--- src/rtl/mem_wb_stage.sv ---
// mem_wb_stage: memory-access/writeback stage with variable-latency data-memory handshake.
// Optional MISALIGN_CHECK_EN traps misaligned halfword/word accesses instead of issuing them.
module mem_wb_stage (
  input  logic        cpu_clk,
  input  logic        rst,
  input  logic        ex_valid,
  input  logic [4:0]  ex_rd,
  input  logic        ex_wb_sig,
  input  logic        ex_load,
  input  logic        ex_store,
  input  logic [2:0]  ex_funct3,
  input  logic [31:0] ex_alu,
  input  logic [31:0] ex_rs2_val,
  output logic        dmem_req,
  output logic        dmem_we,
  output logic [31:0] dmem_addr,
  output logic [3:0]  dmem_be,
  output logic [31:0] dmem_wdata,
  input  logic        dmem_ack,
  input  logic [31:0] dmem_rdata,
  output logic [4:0]  rd,
  output logic [31:0] wb,
  output logic        wb_sig,
  output logic        stall,
  output logic        misalign
);
  typedef enum logic [1:0] {IDLE, REQ, RESP} state_t;
  state_t state, state_nx;
  logic [1:0] ex_a, a_q;
  logic [2:0] f3_q;
  logic load_q, wen_q, mis, mis_q, is_mem, accept;
  logic [3:0] be_nx;
  logic [31:0] wdata_nx, ld_data;
  logic [7:0] lb;
  logic [15:0] lh;
  assign ex_a = ex_alu[1:0];
  assign is_mem = ex_load | ex_store;
  assign accept = state != REQ;
  assign be_nx = ex_funct3[1:0] == 2'b00 ? 4'b0001 << ex_a :
                 ex_funct3[1:0] == 2'b01 ? 4'b0011 << {ex_a[1], 1'b0} : 4'hF;
  assign wdata_nx = ex_funct3[1:0] == 2'b00 ? {4{ex_rs2_val[7:0]}} :
                    ex_funct3[1:0] == 2'b01 ? {2{ex_rs2_val[15:0]}} : ex_rs2_val;
`ifdef MISALIGN_CHECK_EN
  assign mis = (ex_funct3[1:0] == 2'b01 && ex_a[0]) || (ex_funct3[1] && ex_a != 2'b00);
`else
  assign mis = 1'b0;
`endif
  // load lane extraction uses the offset and size captured at accept time
  assign lb = dmem_rdata[{a_q, 3'b000} +: 8];
  assign lh = a_q[1] ? dmem_rdata[31:16] : dmem_rdata[15:0];
  assign ld_data = f3_q == 3'b000 ? {{24{lb[7]}}, lb} :
                   f3_q == 3'b001 ? {{16{lh[15]}}, lh} :
                   f3_q == 3'b100 ? {24'b0, lb} :
                   f3_q == 3'b101 ? {16'b0, lh} : dmem_rdata;
  always_ff @(posedge cpu_clk or posedge rst)
    if (rst) state <= IDLE;
    else state <= state_nx;
  always_comb
    state_nx = accept ? (!ex_valid ? IDLE : !is_mem ? RESP : mis ? IDLE : REQ) :
               dmem_ack ? (load_q ? RESP : IDLE) : REQ;
  always_comb begin
    stall = state == REQ;
    misalign = mis_q;
  end
  always_ff @(posedge cpu_clk or posedge rst) begin
    if (rst) begin
      rd <= '0;
      wb <= '0;
      wb_sig <= 1'b0;
      dmem_req <= 1'b0;
      dmem_we <= 1'b0;
      dmem_addr <= '0;
      dmem_be <= '0;
      dmem_wdata <= '0;
      mis_q <= 1'b0;
      a_q <= '0;
      f3_q <= '0;
      load_q <= 1'b0;
      wen_q <= 1'b0;
    end else if (accept) begin
      wb_sig <= ex_valid & ~is_mem & ex_wb_sig & |ex_rd;
      mis_q <= ex_valid & is_mem & mis;
      if (ex_valid && !is_mem) begin
        rd <= ex_rd;
        wb <= ex_alu;
      end
      if (ex_valid && is_mem && !mis) begin
        dmem_req <= 1'b1;
        dmem_we <= ex_store;
        dmem_addr <= {ex_alu[31:2], 2'b00};
        dmem_be <= be_nx;
        dmem_wdata <= wdata_nx;
        rd <= ex_rd;
        a_q <= ex_a;
        f3_q <= ex_funct3;
        load_q <= ex_load;
        wen_q <= ex_wb_sig & |ex_rd;
      end
    end else if (dmem_ack) begin
      dmem_req <= 1'b0;
      if (load_q) begin
        wb <= ld_data;
        wb_sig <= wen_q;
      end
    end
  end
endmodule

--- config.mk ---
export PLATFORM = sky130hd
export DESIGN_NAME = mem_wb_stage
export DESIGN_NICKNAME = d
export VERILOG_FILES = /design/src/rtl/mem_wb_stage.sv
export SDC_FILE = /design/constraint.sdc
export NUM_CORES = 1
export LEC_CHECK = 0
export CELL_PAD_IN_SITES_DETAIL_PLACEMENT = 1
export CELL_PAD_IN_SITES_GLOBAL_PLACEMENT = 2
export CORE_ASPECT_RATIO = 2
export CORE_MARGIN = 2
export CORE_UTILIZATION = 29
export CTS_CLUSTER_DIAMETER = 40
export DETAILED_ROUTE_END_ITERATION = 10
export GPL_ROUTABILITY_DRIVEN = 0
export PLACE_DENSITY_LB_ADDON = 0.12
export SLEW_MARGIN = 20
export SYNTH_ARGS = -nofsm -noshare
export SYNTH_HDL_FRONTEND = slang
export SYNTH_SLANG_ARGS = --single-unit
--- constraint.sdc ---
create_clock -name cpu_clk -period 10.9 [get_ports cpu_clk]
set_clock_uncertainty 0.05 [all_clocks]
set_input_delay 1.09 -clock cpu_clk [delete_from_list [all_inputs] [get_ports cpu_clk]]
set_output_delay 1.09 -clock cpu_clk [all_outputs]
set_load 0.005 [all_outputs]
==> run summary, run 1 <==
Status - complete, no violations
Antenna violations before repair - 1
Number of global-route vias before repair - 5468
Final setup TNS - 0 ps
Count of final hold-check violations - 0
Fraction of layout cells with a size suffix above 1 - 14.8%
Critical Path Source Type - input pin
Ys async rst share - 100%
Max-Cap Viols - 0
Synth Warn # - 0
Synth Flop Type - dfrtp_1
Mapped Area - 5710 µm²
Clk sink count - 115
First-pass GRT wire length - 31400 µm
Leakage - 3.50 nW
F_max - 286 MHz
GRT Overall Usage - 20.2%
Area grow syn2layout - 51.1%
Wire per inst - 20.6 µm
Row count - 72
Final nets - 830
Min Hold Slack - 428 ps
Worst setup path start - ex_load
Area contributors post-synth - dfrtp_1, mux2_2, mux2i_1, o21ai_0, a21oi_1
CTS tree - yes
Routed wire length - 20400 µm
Pre-CTS worst setup slack - 6950 ps
Setup ws final - 7410 ps
Critical Path Fanout Max - 74
Via count of the routed design - 4881
Routed Antenna Nets - 0
Total power divided by cell area - 227 nW/µm²
Hold buffer count at cts - 0
Final instance area - 8620 µm²
Mapped Avg Cell Area - 11.0 µm²
Root Driver - clkbuf_16
Setup crit end kind - register
HP Class - register to register
Post-layout util - 44.5%
Maximum VDD drop - 0.124 mV
Pwr Total - 1.96 mW
Distinct cells, synth - 46
DP HPWL - 15400 µm
Vias per cell - 4.92
Clock Latency Late Sink - 410 ps
Slew @ Worst Pin - 977 ps
Cell with the most instances after synthesis - dfrtp_1
Residual DRC count - 0
Type of the worst setup path - input pin to register
Largest net degree at the start of global routing - 75
Initial core utilization - 29.5%
Synth cell count leaders - dfrtp_1, nand2_1, o21ai_0
Dominant cell type by area after synthesis - dfrtp_1
# resized after CTS - 0
Die span in x - 103 µm
Initial drt markers - 149
Register area share after synthesis - 50.4%
Final setup fails - 0
Hold path start - dmem_wdata[14]
R2R Path Start - state[1]
Core Region - 19400 µm²
Final Cycle Share - 32.1%
CP required - 11140 ps
Num CTS Buffers - 17
H-Tree Depth - 4
Die Height - 202 µm
# IOs - 221
Post-synth EDFFs - 0
Mapped Cells - 520
Max-slew violation count - 0
Relative slew margins - 34.8%
# port buffers - 217
Tmin final - 3490 ps
Placed instance count - 959
DP Area - 7990 µm²
Post-CTS Setup Repair Bufs - 0
Die footprint - 20900 µm²
Finished Layout Cells - 992
Number of synthesized register bits - 115
GRT overflow - 0
Crit path DAT - 3740 ps
DRT Pass-1 Iters - 4
Synth top area share - 50.4%
Longest Clk Path Bufs - 2
Unrepaired setup endpoints after global routing - no
Worst-path clk slew - 60 ps
==> placed cells by master (no fill, tap or decap), types with 2 or more instances in the layout <==
cell type / count
clkdlybuf4s50_1: 217
dfrtp_1: 115
nand2_1: 46
o21ai_0: 40
a21oi_1: 38
mux2i_1: 33
mux2_2: 33
nor2_1: 22
clkbuf_16: 17
nor4_1: 16
o21bai_1: 16
mux2_1: 15
a22oi_1: 12
a22o_1: 11
nor3_1: 10
a21oi_2: 10
o21ai_1: 8
a211oi_2: 8
clkbuf_8: 5
buf_4: 5
inv_2: 4
o221a_2: 4
clkinv_2: 4
a21o_1: 3
nand2b_1: 3
a211oi_1: 3
conb_1: 3
bufinv_16: 3
inv_1: 2
a31o_2: 2
a21oi_4: 2
clkinvlp_4: 2
==> sequential cells by signal, indices dropped and copies added, names as in the netlist <==
register / flops
wen_q: 1
rd: 5
state: 2
dmem_wdata: 32
dmem_addr: 30
dmem_req: 1
dmem_we: 1
wb_sig: 1
f3_q: 3
load_q: 1
wb: 32
a_q: 2
dmem_be: 4
==> layout make-up <==
cell class | count | area [µm²]
Inverter | 7 | 28.8
Fill cell | 2132 | 10700
Multi-Input combinational cell | 356 | 2560
Sequential cell | 115 | 2880
Clock inverter | 9 | 125
Tap cell | 259 | 324
Antenna cell | 1 | 2.50
Clock buffer | 23 | 498
Timing Repair Buffer | 222 | 2210
==> worst max-delay path, cell delays in order <==
cell	delay [ps]
clkdlybuf4s50_1	520
or2_1	630
nand3_4	490
buf_4	540
mux2_1	390
==> logic make-up (layout without fill, tap and decap cells) <==
family | after synthesis | count (layout) | share of synthesized area (%)
multiplexers | 81 | 81 | 15.3
AND/OR/NAND/NOR | 110 | 110 | 9.23
flip-flops | 115 | 115 | 50.4
AO/OA/AOI/OAI | 162 | 162 | 19.8
other | 1 | 4 | 0.0657
buffers and inverters | 51 | 261 | 5.26
==> final timing paths <==
kind                             endpoint  slack [ps]  depth (start not counted)
setup reg to reg                   wb[17]        8220                          5
hold / removal             dmem_wdata[14]         430                          2
hold reg to reg            dmem_wdata[14]         430                          2
setup / recovery             dmem_addr[7]        7410                          5
min in group asynchronous   dmem_wdata[9]        1040                          2
max in group asynchronous          wb[28]        8350                          3
==> per-layer routing <==
layer | track usage (%) | vias to the layer above | routed length [µm]
li1 | - | 2291 | -
met1 | 20.5 | 2413 | 7100
met2 | 38.4 | 154 | 11800
met3 | 4.84 | 23 | 1090
met4 | 7.28 | 0 | 431
met5 | 0 | - | 0
==> where the power goes <==
group	switching [mW]	leakage, nW	internal, mW	total [mW]
Combinational	0.301	1.84	0.406	0.707
Clock	0.200	0.305	0.388	0.588
Sequential	0.0932	1.35	0.571	0.664
Total	0.594	3.50	1.37	1.96
No activity file was read; power rests on OpenSTA's default activity.
==> run 2, diff against run 1 <==
--- a/config.mk
+++ b/config.mk
@@ -9,7 +9,7 @@
 export CELL_PAD_IN_SITES_GLOBAL_PLACEMENT = 2
 export CORE_ASPECT_RATIO = 2
 export CORE_MARGIN = 2
-export CORE_UTILIZATION = 29
+export CORE_UTILIZATION = 24
 export CTS_CLUSTER_DIAMETER = 40
 export DETAILED_ROUTE_END_ITERATION = 10
 export GPL_ROUTABILITY_DRIVEN = 0
==> constraint.sdc (replaced) <==
create_clock -name cpu_clk -period 2.8 [get_ports cpu_clk]
set_clock_uncertainty 0.05 [all_clocks]
set_input_delay 0.28 -clock cpu_clk [delete_from_list [all_inputs] [get_ports cpu_clk]]
set_output_delay 0.28 -clock cpu_clk [all_outputs]
set_load 0.005 [all_outputs]
==> run 2 against run 1 <==
The run now ends with design-rule violations left; die area is 20% higher; routed wire length is 7.4% higher; critical path type is now register to output port; largest cell class unchanged; largest power group unchanged; total power grew to 4.0 times the previous value; global-route usage shrank 2.2 points; register-to-register slack got worse by 7600 ps; critical endpoint is now stall; sequential cell count unchanged.
==> run summary, run 2 (synthesized netlist as in run 1, its figures left out) <==
Clock group share of total power - 30.2%
Area grow syn2layout - 53.8%
Num CTS Buffers - 17
Pre-CTS worst setup slack - 549 ps
Slew @ Worst Pin - 610 ps
Final setup fails - 0
GRT overflow - 0
Hold buffer count at cts - 0
Die span in x - 113 µm
Min Hold Slack - 220 ps
DRT Pass-1 Iters - 7
Longest Clk Path Bufs - 2
GRT Overall Usage - 18.0%
Core Region - 23300 µm²
Critical Path Source Type - register
Setup slack, reg-to-reg - 620 ps
Root Driver - clkbuf_16
Number of global-route vias before repair - 5690
Residual DRC count - 16
Int Power - 5.35 mW
First-pass GRT wire length - 33900 µm
Antenna violations before repair - 0
Vias per cell - 4.83
ANT cells - 0
Final setup TNS - 0 ps
Final instance area - 8780 µm²
Crit path DAT - 2210 ps
F_max - 393 MHz
Wire per inst - 21.3 µm
Sequential Power Share - 33.5%
Worst-path clk slew - 60 ps
Most common cell after layout, fill and taps aside - clkdlybuf4s50_1
Leakage - 3.56 nW
Row count - 79
Biggest regs - dmem_wdata x32, wb x32, dmem_addr x30
Type of the worst setup path - register to output port
HP Class - input pin to async pin
Gate power share - 36.4%
Relative slew margins - 59.3%
Unrepaired setup endpoints after global routing - no
Post-CTS Setup Repair Bufs - 0
R2R Path Start - a_q[1]
Placed instance count - 995
Count of final hold-check violations - 0
Critical Path Fanout Max - 15
Total power divided by cell area - 884 nW/µm²
Reg-to-Reg End - wb[3]
Die Height - 222 µm
Initial core utilization - 24.5%
Initial drt markers - 116
H-Tree Depth - 4
Switching Power - 2.42 mW
Setup crit end kind - output port
CP required - 2470 ps
Final Cycle Share - 90.8%
Die footprint - 25100 µm²
# resized after CTS - 0
Register-to-Register Path Depth - 5
Routed Antenna Nets - 0
# port buffers - 217
# IOs - 221
Max-Cap Viols - 0
Finished Layout Cells - 1027
Failing checks - design-rule violations
Tmin final - 2540 ps
Via count of the routed design - 4963
Clock Latency Late Sink - 430 ps
CTS tree - yes
DP HPWL - 16800 µm
Routed wire length - 21900 µm
Fraction of layout cells with a size suffix above 1 - 16.1%
Most frequent cells in the layout - clkdlybuf4s50_1, dfrtp_1, nand2_1, o21ai_0, a21oi_1
Max-slew violation count - 0
DP Area - 8150 µm²
Setup ws final - 257 ps
Maximum VDD drop - 0.364 mV
Final nets - 842
Switching fraction of total power - 31.1%
Largest net degree at the start of global routing - 55
Clk sink count - 115
Status - complete, but fails checks
run 2: cell types whose count changed in the layout (fill, tap and decap cells not counted), moves of 3 or more:
cell | before | now
buf_12 | 0 | 3
clkinv_4 | 0 | 3
buf_4 | 5 | 14
clkbuf_8 | 5 | 1
run 2: per-layer routing:
metal	vias to the layer above	routed length [µm]	GRT usage, %
li1	2310	-	-
met1	2465	7390	17.7
met2	165	12600	34.5
met3	23	1290	5.14
met4	0	604	7.51
met5	-	0	0
run 2: power groups by stage:
stage | sequential (mW) | clock [mW] | combinational, mW
4_1_cts | 2.61 | 2.43 | 2.89
2_1_floorplan | 2.57 | 0 | 1.21
3_3_place_gp | 2.61 | 0 | 2.83
5_1_grt | 2.69 | 2.48 | 3.06
6_report | 2.60 | 2.34 | 2.82
3_5_place_dp | 2.64 | 0 | 2.88
run 2: through the flow:
step           util (%)  power [mW]
4_1_cts            37.6        7.94
3_3_place_gp       34.9        5.44
3_5_place_dp       34.9        5.52
5_1_grt            37.6        8.24
2_1_floorplan         -        3.78
6_report           37.6        7.76
run 2: cell type report:
type | instances | area (µm²)
fillers | 2611 | 14500
repair buffers | 234 | 2340
clock buffers | 18 | 439
inverters | 7 | 30.0
clock inverters | 14 | 186
flip-flops and latches | 115 | 2880
multi-input cells | 356 | 2550
well taps | 283 | 354
run 2: worst max-delay path by stage:
stage	startpoint	endpoint	slack [ps]	cells after the start
final	state[1]	stall	260	3
after global routing	state[1]	stall	130	3
after CTS	state[1]	stall	190	3
after detailed placement	dmem_ack	wb[12]	550	6
after global placement	a_q[1]	wb[3]	650	5
after floorplan	rst	a_q[0]	1070	1
run 2: worst max-delay path, cell delays in order (launching register included):
cell and delay (ps):
dfrtp_1 380, nand2b_2 370, inv_2 400, clkdlybuf4s50_1 620
